File: config.mk
export PLATFORM = sky130hd
export DESIGN_NAME = serial_addsub4_flat
export DESIGN_NICKNAME = d
export VERILOG_FILES = /design/src/rtl/serial_addsub4_if.sv /design/src/rtl/serial_addsub4.sv /design/src/flat_wrapper.sv
export SDC_FILE = /design/constraint.sdc
export NUM_CORES = 1
export LEC_CHECK = 0
export ABC_CLOCK_PERIOD_IN_PS = 2400
export CORE_ASPECT_RATIO = 0.6
export CORE_MARGIN = 2
export CORE_UTILIZATION = 50
export CTS_CLUSTER_SIZE = 30
export DETAILED_ROUTE_END_ITERATION = 10
export GPL_ROUTABILITY_DRIVEN = 0
export GPL_TIMING_DRIVEN = 0
export PLACE_DENSITY = 0.77
export SLEW_MARGIN = 20
export SYNTH_ARGS = -nofsm -noshare
export SYNTH_HDL_FRONTEND = slang
export SYNTH_SLANG_ARGS = --single-unit
export TNS_END_PERCENT = 5
File: constraint.sdc
create_clock -name clk -period 2.4 [get_ports clk]
set_input_delay 0.24 -clock clk [delete_from_list [all_inputs] [get_ports clk]]
set_output_delay 0.24 -clock clk [all_outputs]
set_load 0.01 [all_outputs]
File: src/rtl/serial_addsub4_if.sv
// Handshake and operand/result bundle between a requester and serial_addsub4.
// The requester takes the master side; the serial adder/subtractor takes the slave side.
interface serial_addsub4_if #(
  parameter int WIDTH = 4
);
  logic             start;
  logic [WIDTH-1:0] a;
  logic [WIDTH-1:0] b_c;
  logic             cin;
  logic             busy;
  logic             done;
  logic [WIDTH-1:0] sum;
  logic             cout;
  logic             ovf;
  logic             zero;

  modport master (
    output start, a, b_c, cin,
    input  busy, done, sum, cout, ovf, zero
  );

  modport slave (
    input  start, a, b_c, cin,
    output busy, done, sum, cout, ovf, zero
  );
endinterface

File: src/rtl/serial_addsub4.sv
// Bit-serial adder/subtractor: LSB-first ripple over WIDTH clocks with start/done
// handshake, then registers sum with carry, signed-overflow and zero flags.
module serial_addsub4 #(
  parameter int WIDTH = 4
) (
  input  logic            clk,
  input  logic            rst_n,
  serial_addsub4_if.slave bus
);
  localparam int CNT_W = $clog2(WIDTH + 1);

  typedef enum logic [1:0] {IDLE, SHIFT, DONE} state_t;

  state_t           state_q;
  logic [WIDTH-1:0] a_q;
  logic [WIDTH-1:0] b_q;
  logic [WIDTH-1:0] res_q;
  logic [WIDTH-1:0] sum_q;
  logic [CNT_W-1:0] cnt_q;
  logic             c_q;
  logic             cout_q;
  logic             ovf_q;
  logic             zero_q;
  logic             busy_q;
  logic             done_q;

  logic             s_d;
  logic             c_d;
  logic [WIDTH-1:0] res_d;
  logic             last_d;

  function automatic logic maj3(input logic x, input logic y, input logic z);
    return (x & y) | (x & z) | (y & z);
  endfunction

  always_comb begin
    s_d    = a_q[0] ^ b_q[0] ^ c_q;
    c_d    = maj3(a_q[0], b_q[0], c_q);
    res_d  = {s_d, res_q[WIDTH-1:1]};
    last_d = (cnt_q == CNT_W'(WIDTH - 1));
  end

  // On the MSB edge c_q is the carry into the MSB and c_d the carry out of it.
  always_ff @(posedge clk or negedge rst_n) begin
    if (!rst_n) begin
      state_q <= IDLE;
      a_q     <= '0;
      b_q     <= '0;
      res_q   <= '0;
      sum_q   <= '0;
      cnt_q   <= '0;
      c_q     <= 1'b0;
      cout_q  <= 1'b0;
      ovf_q   <= 1'b0;
      zero_q  <= 1'b0;
      busy_q  <= 1'b0;
      done_q  <= 1'b0;
    end else begin
      case (state_q)
        IDLE: begin
          done_q <= 1'b0;
          if (bus.start) begin
            a_q     <= bus.a;
            b_q     <= bus.b_c;
            c_q     <= bus.cin;
            res_q   <= '0;
            cnt_q   <= '0;
            busy_q  <= 1'b1;
            state_q <= SHIFT;
          end
        end
        SHIFT: begin
          a_q   <= a_q >> 1;
          b_q   <= b_q >> 1;
          c_q   <= c_d;
          res_q <= res_d;
          cnt_q <= cnt_q + CNT_W'(1);
          if (last_d) begin
            sum_q   <= res_d;
            cout_q  <= c_d;
            ovf_q   <= c_q ^ c_d;
            zero_q  <= (res_d == '0);
            busy_q  <= 1'b0;
            done_q  <= 1'b1;
            state_q <= DONE;
          end
        end
        DONE: begin
          done_q  <= 1'b0;
          state_q <= IDLE;
        end
        default: begin
          busy_q  <= 1'b0;
          done_q  <= 1'b0;
          state_q <= IDLE;
        end
      endcase
    end
  end

  assign bus.busy = busy_q;
  assign bus.done = done_q;
  assign bus.sum  = sum_q;
  assign bus.cout = cout_q;
  assign bus.ovf  = ovf_q;
  assign bus.zero = zero_q;
endmodule

File: src/flat_wrapper.sv
// flat-port wrapper written by rule: the top's interface ports become plain ports
module serial_addsub4_flat 
#(
  parameter int WIDTH = 4
)
  (clk, rst_n, bus_start, bus_a, bus_b_c, bus_cin, bus_busy, bus_done, bus_sum, bus_cout, bus_ovf, bus_zero);
  serial_addsub4_if #(.WIDTH(WIDTH)) bus_i ();
  input  logic clk;
  input  logic rst_n;
  input wire logic [$bits(bus_i.start)-1:0] bus_start;
  input wire logic [$bits(bus_i.a)-1:0] bus_a;
  input wire logic [$bits(bus_i.b_c)-1:0] bus_b_c;
  input wire logic [$bits(bus_i.cin)-1:0] bus_cin;
  output wire logic [$bits(bus_i.busy)-1:0] bus_busy;
  output wire logic [$bits(bus_i.done)-1:0] bus_done;
  output wire logic [$bits(bus_i.sum)-1:0] bus_sum;
  output wire logic [$bits(bus_i.cout)-1:0] bus_cout;
  output wire logic [$bits(bus_i.ovf)-1:0] bus_ovf;
  output wire logic [$bits(bus_i.zero)-1:0] bus_zero;
  assign bus_i.start = bus_start;
  assign bus_i.a = bus_a;
  assign bus_i.b_c = bus_b_c;
  assign bus_i.cin = bus_cin;
  assign bus_busy = bus_i.busy;
  assign bus_done = bus_i.done;
  assign bus_sum = bus_i.sum;
  assign bus_cout = bus_i.cout;
  assign bus_ovf = bus_i.ovf;
  assign bus_zero = bus_i.zero;
  serial_addsub4 #(.WIDTH(WIDTH)) u_core (.clk(clk), .rst_n(rst_n), .bus(bus_i));
endmodule
==> results.sh, run 1 <==
export IMPL_drt_wirelength_per_cell_microns=14.6
export IMPL_syn_mean_instance_area_sq_um=12.2
export IMPL_ant_nets=0
export IMPL_core_sq_um=2150
export IMPL_cp_start_kind="flip-flop"
export IMPL_rrSetupSlack_ps=800
export IMPL_seq_area_frac_synth_pct=57.4
export IMPL_fin_cells=147
export IMPL_max_freq_ghz=0.626
export IMPL_grt_pass1_vias=704
export IMPL_skew_ps=7.40
export IMPL_max_cap_violations=0
export IMPL_relSlewSlack_pct=62.0
export IMPL_grt_max_degree=27
export IMPL_syn_cell_area_sq_um=1130
export IMPL_area_delta_synth_final_pct=26.8
export IMPL_holdPathStages=3
export IMPL_end_kind="flip-flop"
export IMPL_tns_ps=0
export IMPL_drv_slew=0
export IMPL_intPower_mw=1.31
export IMPL_rsz0062_at_grt="false"
export IMPL_port_buffers=19
export IMPL_power_switching_uw=644
export IMPL_drt_pass1_iterations=4
export IMPL_synthFlopType="dfrtp_1"
export IMPL_antenna_found_initial=0
export IMPL_cpLargestDelayFamily="adder cells"
export IMPL_grt_ovfl_total=0
export IMPL_crit_path_end="u_core.bus.zero"
export IMPL_final_common_cell="dfrtp_1"
export IMPL_dpl_cell_count=142
export IMPL_routed_wl_microns=2150
export IMPL_async_flop_share_pct=100
export IMPL_cp_depth=3
export IMPL_row_count=13
export IMPL_fp_dieH_microns=40.9
export IMPL_ir_drop_uv=643
export IMPL_vias=766
export IMPL_ys_ff_latch=26
export IMPL_dp_final_hpwl_microns=1540
export IMPL_path_cells="fa_1 > or4_1 > o21ai_1"
export IMPL_final_cell_mix="dfrtp_1 (26), clkdlybuf4s50_1 (18), nor2_1 (9)"
export IMPL_nNetsFinal=133
export IMPL_cts_tree="done"
export IMPL_switching_share_pct=32.9
export IMPL_place_ws_ps=818
export IMPL_grt_use_total_pct=17.4
export IMPL_drive_gt1_share_pct=17.1
export IMPL_period_share_pct=66.6
export IMPL_clock_power_share_pct=18.3
export IMPL_vias_per_cell=5.21
export IMPL_p_seq_share_pct=38.7
export IMPL_arrival_ps=1800
export IMPL_ys_warn_count=0
export IMPL_synth_edff_count=0
export IMPL_ff2ff_path_depth=3
export IMPL_path_class="reg2reg"
export IMPL_drtIter0Drc=30
export IMPL_clk_latency_ps=270
export IMPL_setup_violations=0
export IMPL_comb_power_share_pct=42.9
export IMPL_die_area_sq_um=2680
export IMPL_finalHoldViolCount=0
export IMPL_pin_count=21
export IMPL_period_minus_slack_ps=1600
export IMPL_critical_path_buf_inv_count=0
export IMPL_start_util_pct=52.8
export IMPL_hold_slack_ps=397
export IMPL_syn_inst=93
export IMPL_r2r_end="u_core.bus.zero"
export IMPL_grt_pass1_wl_microns=3340
export IMPL_synth_cell_type_count=27
export IMPL_r2r_start="u_core.c_q"
export IMPL_topRoutingLayerUsed="met3"
export IMPL_cts_resized=0
export IMPL_cts_root_buffer="clkbuf_8"
export IMPL_slowest_delay_ps=540
export IMPL_clk_pin_slew_ps=90
export IMPL_cts_num_sinks=26
export IMPL_worst_pin_slew_ps=570
export IMPL_die_x_microns=65.5
export IMPL_htreeDepth=1
export IMPL_n_antenna_cell=0
export IMPL_crit_path_top_delay_cell="fa_1"
export IMPL_cp_required_ps=2610
export IMPL_wl_met1_microns=1130
export IMPL_cellPowerDensity_nw_per_um2=1360
export IMPL_outcome="finished clean"
export IMPL_cts_buffer_depth=2
export IMPL_met2_wirelength_microns=955
export IMPL_cp_max_fo=3
export IMPL_drc=0
export IMPL_hp_class="in2reg"
export IMPL_p_leak_nw=0.644
export IMPL_startpoint="u_core.c_q"
export IMPL_power_total_mw=1.96
export IMPL_syn_nets=108
export IMPL_fillCellCount=175
export IMPL_cts_made_buffers=3
export IMPL_timing_final_ws_setup_ps=802
export IMPL_wl_met3_microns=61
## synth_stat cells, drive strengths merged, types with 2 or more instances
master	n	share of area [%]
nand2	6	2.0
o21ai	5	2.2
o22ai	5	2.8
mux2	5	5.0
o221a	3	3.0
ha	2	2.2
dfrtp	26	57
inv	5	1.7
nor2	9	3.0
nand3b	4	3.8
buf	3	3.0
a22o	4	3.3
a21oi	5	2.2
## worst min path at each step
| stage | startpoint | to |
|---|---|---|
| after global placement | u_core.bus.zero | u_core.bus.zero |
| after detailed placement | rst_n | u_core.a_q[1] |
| final | bus_start | u_core.b_q[1] |
| after CTS | bus_start | u_core.b_q[3] |
| after global routing | bus_start | u_core.b_q[1] |
| after floorplan | rst_n | u_core.a_q[0] |
## flip-flops by register name, summed over array words and instances (netlist names)
register,cells
u_core.state_q,2
u_core.bus.sum,4
u_core.cnt_q,3
u_core.bus.busy,1
u_core.b_q,4
u_core.bus.zero,1
u_core.a_q,4
u_core.bus.cout,1
u_core.bus.done,1
u_core.bus.ovf,1
u_core.c_q,1
u_core.res_q,3
## cells by family (layout without fill, tap and decap cells)
| group | Yosys count | count (layout) | synth area share [%] |
|---|---|---|---|
| AOI/OAI and AO/OA | 27 | 27 | 17.3 |
| adders and majority gates | 3 | 3 | 3.97 |
| DFF | 26 | 26 | 57.4 |
| muxes | 5 | 5 | 4.97 |
| buffers and inverters | 9 | 33 | 5.08 |
| and+or+nand+nor | 22 | 22 | 10.5 |
| xor gates and xnor gates | 1 | 1 | 0.773 |
## final cells by class
| class | count | area, sq um | share of cell area, % |
|---|---|---|---|
| buffer | 4 | 38.8 | 2.70 |
| inverter | 5 | 18.8 | 1.31 |
| tap | 30 | 37.5 | 2.61 |
| sequential | 26 | 651 | 45.3 |
| multi-input combinational | 58 | 425 | 29.6 |
| clock inverter | 1 | 30.0 | 2.09 |
| timing repair buffer | 20 | 195 | 13.6 |
| clock buffer | 3 | 41.3 | 2.87 |
## metal layers
layer / GRT usage, % / vias up
met5: 0 / -
met4: 3.65 / 0
met3: 4.12 / 0
met2: 27.3 / 10
met1: 25.2 / 376
li1: - / 380
## through the flow
| stage | util [%] | area, sq um |
|---|---|---|
| final | 67.0 | 1440 |
| after global routing | 67.0 | 1440 |
| after CTS | 67.0 | 1440 |
| after detailed placement | 63.2 | 1360 |
| after global placement | 63.4 | 1360 |
| after floorplan | - | 1130 |
## timing repair
item | in CTS | in global routing
hold buffers | 1 | 0
endpoints found under the hold margin | 26 | 0
setup buffers | 0 | 0
endpoints found under the setup margin | 0 | 0
## power groups by stage
stage	sequential (mW)	clock (mW)	combinational, mW
after floorplan	0.771	0	0.536
after global placement	0.753	0	0.820
after detailed placement	0.763	0	0.840
after CTS	0.757	0.365	0.846
after global routing	0.780	0.387	0.925
final	0.758	0.358	0.841
## worst reg2reg max path: stages (launching register included)
cell,delay (ps)
dfrtp_1,440
fa_1,540
or4_1,430
o21ai_1,120
No activity file was read; power rests on OpenSTA's default activity.
==> run 2, diff against run 1 <==
--- a/config.mk
+++ b/config.mk
@@ -5,7 +5,7 @@
 export SDC_FILE = /design/constraint.sdc
 export NUM_CORES = 1
 export LEC_CHECK = 0
-export ABC_CLOCK_PERIOD_IN_PS = 2400
+export ABC_CLOCK_PERIOD_IN_PS = 1500
 export CORE_ASPECT_RATIO = 0.6
 export CORE_MARGIN = 2
 export CORE_UTILIZATION = 50
==> constraint.sdc (replaced) <==
create_clock -name clk -period 1.5 [get_ports clk]
set_input_delay 0.15 -clock clk [delete_from_list [all_inputs] [get_ports clk]]
set_output_delay 0.15 -clock clk [all_outputs]
set_load 0.01 [all_outputs]
==> results.sh, run 2 (synthesized netlist as in run 1, its figures left out) <==
export IMPL_timing_final_ws_setup_ps=-66.6
export IMPL_p_leak_nw=0.655
export IMPL_drt_pass1_iterations=4
export IMPL_max_cap_violations=0
export IMPL_violations="setup timing"
export IMPL_core_sq_um=2150
export IMPL_cp_required_ps=1710
export IMPL_grt_use_total_pct=17.6
export IMPL_max_freq_ghz=0.638
export IMPL_cp_start_kind="flip-flop"
export IMPL_cp_max_fo=2
export IMPL_cts_made_buffers=3
export IMPL_vias_per_cell=5.26
export IMPL_die_x_microns=65.5
export IMPL_port_buffers=19
export IMPL_die_area_sq_um=2680
export IMPL_final_common_cell="dfrtp_1"
export IMPL_setup_violations=1
export IMPL_htreeDepth=1
export IMPL_fin_cells=149
export IMPL_clk_latency_ps=270
export IMPL_final_cell_mix="dfrtp_1 (26), clkdlybuf4s50_1 (18), nor2_1 (9)"
export IMPL_row_count=13
export IMPL_pin_count=21
export IMPL_n_antenna_cell=0
export IMPL_drive_gt1_share_pct=21.0
export IMPL_drv_slew=0
export IMPL_end_kind="flip-flop"
export IMPL_drtIter0Drc=19
export IMPL_grt_pass1_wl_microns=3370
export IMPL_dpl_cell_count=142
export IMPL_fp_dieH_microns=40.9
export IMPL_outcome="finished with violations"
export IMPL_grt_pass1_vias=710
export IMPL_ir_drop_uv=1030
export IMPL_slowest_delay_ps=530
export IMPL_finalHoldViolCount=0
export IMPL_cts_tree="done"
export IMPL_crit_path_top_delay_cell="fa_1"
export IMPL_ant_nets=0
export IMPL_cpLargestDelayFamily="adder cells"
export IMPL_arrival_ps=1780
export IMPL_placed_cell_area_sq_um=1360
export IMPL_power_total_mw=3.26
export IMPL_critical_path_buf_inv_count=0
export IMPL_final_cell_area_sq_um=1460
export IMPL_dp_final_hpwl_microns=1540
export IMPL_path_class="reg2reg"
export IMPL_cellPowerDensity_nw_per_um2=2230
export IMPL_grt_ovfl_total=0
export IMPL_grt_max_degree=27
export IMPL_drt_wirelength_per_cell_microns=14.8
export IMPL_routed_wl_microns=2210
export IMPL_nNetsFinal=135
export IMPL_drc=0
export IMPL_period_minus_slack_ps=1570
export IMPL_skew_ps=10.1
export IMPL_cts_num_sinks=26
export IMPL_place_ws_ps=-82.2
export IMPL_area_delta_synth_final_pct=29.0
export IMPL_hp_class="in2reg"
export IMPL_cts_root_buffer="clkbuf_8"
export IMPL_post_route_util_pct=68.1
export IMPL_period_share_pct=104
export IMPL_rsz0062_at_grt="true"
export IMPL_vias=783
export IMPL_cts_buffer_depth=2
export IMPL_worst_pin_slew_ps=572
export IMPL_relSlewSlack_pct=61.9
export IMPL_clk_pin_slew_ps=90
export IMPL_antenna_found_initial=0
export IMPL_path_cells="fa_1 > or4_4 > o21ai_2"
export IMPL_start_util_pct=52.8
run 2: cell types whose count changed in the layout (fill, tap and decap cells not counted):
cell,change
or4_4,+1
or4_1,-1
o21ai_1,-1
o21ai_2,+1
buf_4,+2
ha_1,-1
ha_2,+1
run 2: worst paths after layout:
check                                 from                end  slack, ps  cells after the start
setup / recovery                u_core.c_q    u_core.bus.zero        -70                      3
hold / removal                   bus_start      u_core.b_q[1]        300                      3
setup reg to reg                u_core.c_q    u_core.bus.zero        -70                      3
hold reg to reg            u_core.bus.zero    u_core.bus.zero        500                      2
max in group asynchronous            rst_n  u_core.state_q[1]        720                      2
min in group asynchronous            rst_n      u_core.b_q[1]        400                      2
run 2: layout make-up:
cell class / instances / area [sq um]
flip-flops and latches: 26 / 651
multi-input cells: 58 / 435
fillers: 173 / 684
clock buffers: 3 / 41.3
well taps: 30 / 37.5
clock inverters: 1 / 30.0
plain buffers: 4 / 38.8
inverters: 5 / 18.8
repair buffers: 22 / 210
run 2: routing by layer:
| layer | GRT usage (%) | part of all wire (%) |
|---|---|---|
| met1 | 25.9 | 51 |
| met2 | 27.0 | 45 |
| met3 | 4.12 | 4.2 |
| met4 | 3.65 | 0 |
| met5 | 0 | 0 |
run 2: where the power goes:
group / switching [mW] / leakage, nW / internal [mW] / total, mW
Sequential: 0.195 / 0.320 / 1.02 / 1.21
Combinational: 0.661 / 0.300 / 0.812 / 1.47
Clock: 0.219 / 0.0357 / 0.357 / 0.576
run 2: tightest hold or removal path, delay by kind of cell:
family                 cells  cell delay (ps)
buffers and inverters      1              170
AOI/OAI and AO/OA          1              130
and+or+nand+nor            1              100
run 2: repair_timing:
item                                    in CTS  in global routing
setup buffers                                2                  0
hold buffers                                 1                  0
pin swaps                                    1                  1
endpoints found under the hold margin       26                  0
resized for setup                            0                  3
endpoints found under the setup margin       1                  6
run 2: through the flow:
stage	setup TNS (ps)	hold WS, ps
2_1_floorplan	0	-146
3_3_place_gp	-1190	467
3_5_place_dp	-82.2	181
4_1_cts	-49.3	290
5_1_grt	-108	320
6_report	-66.6	304
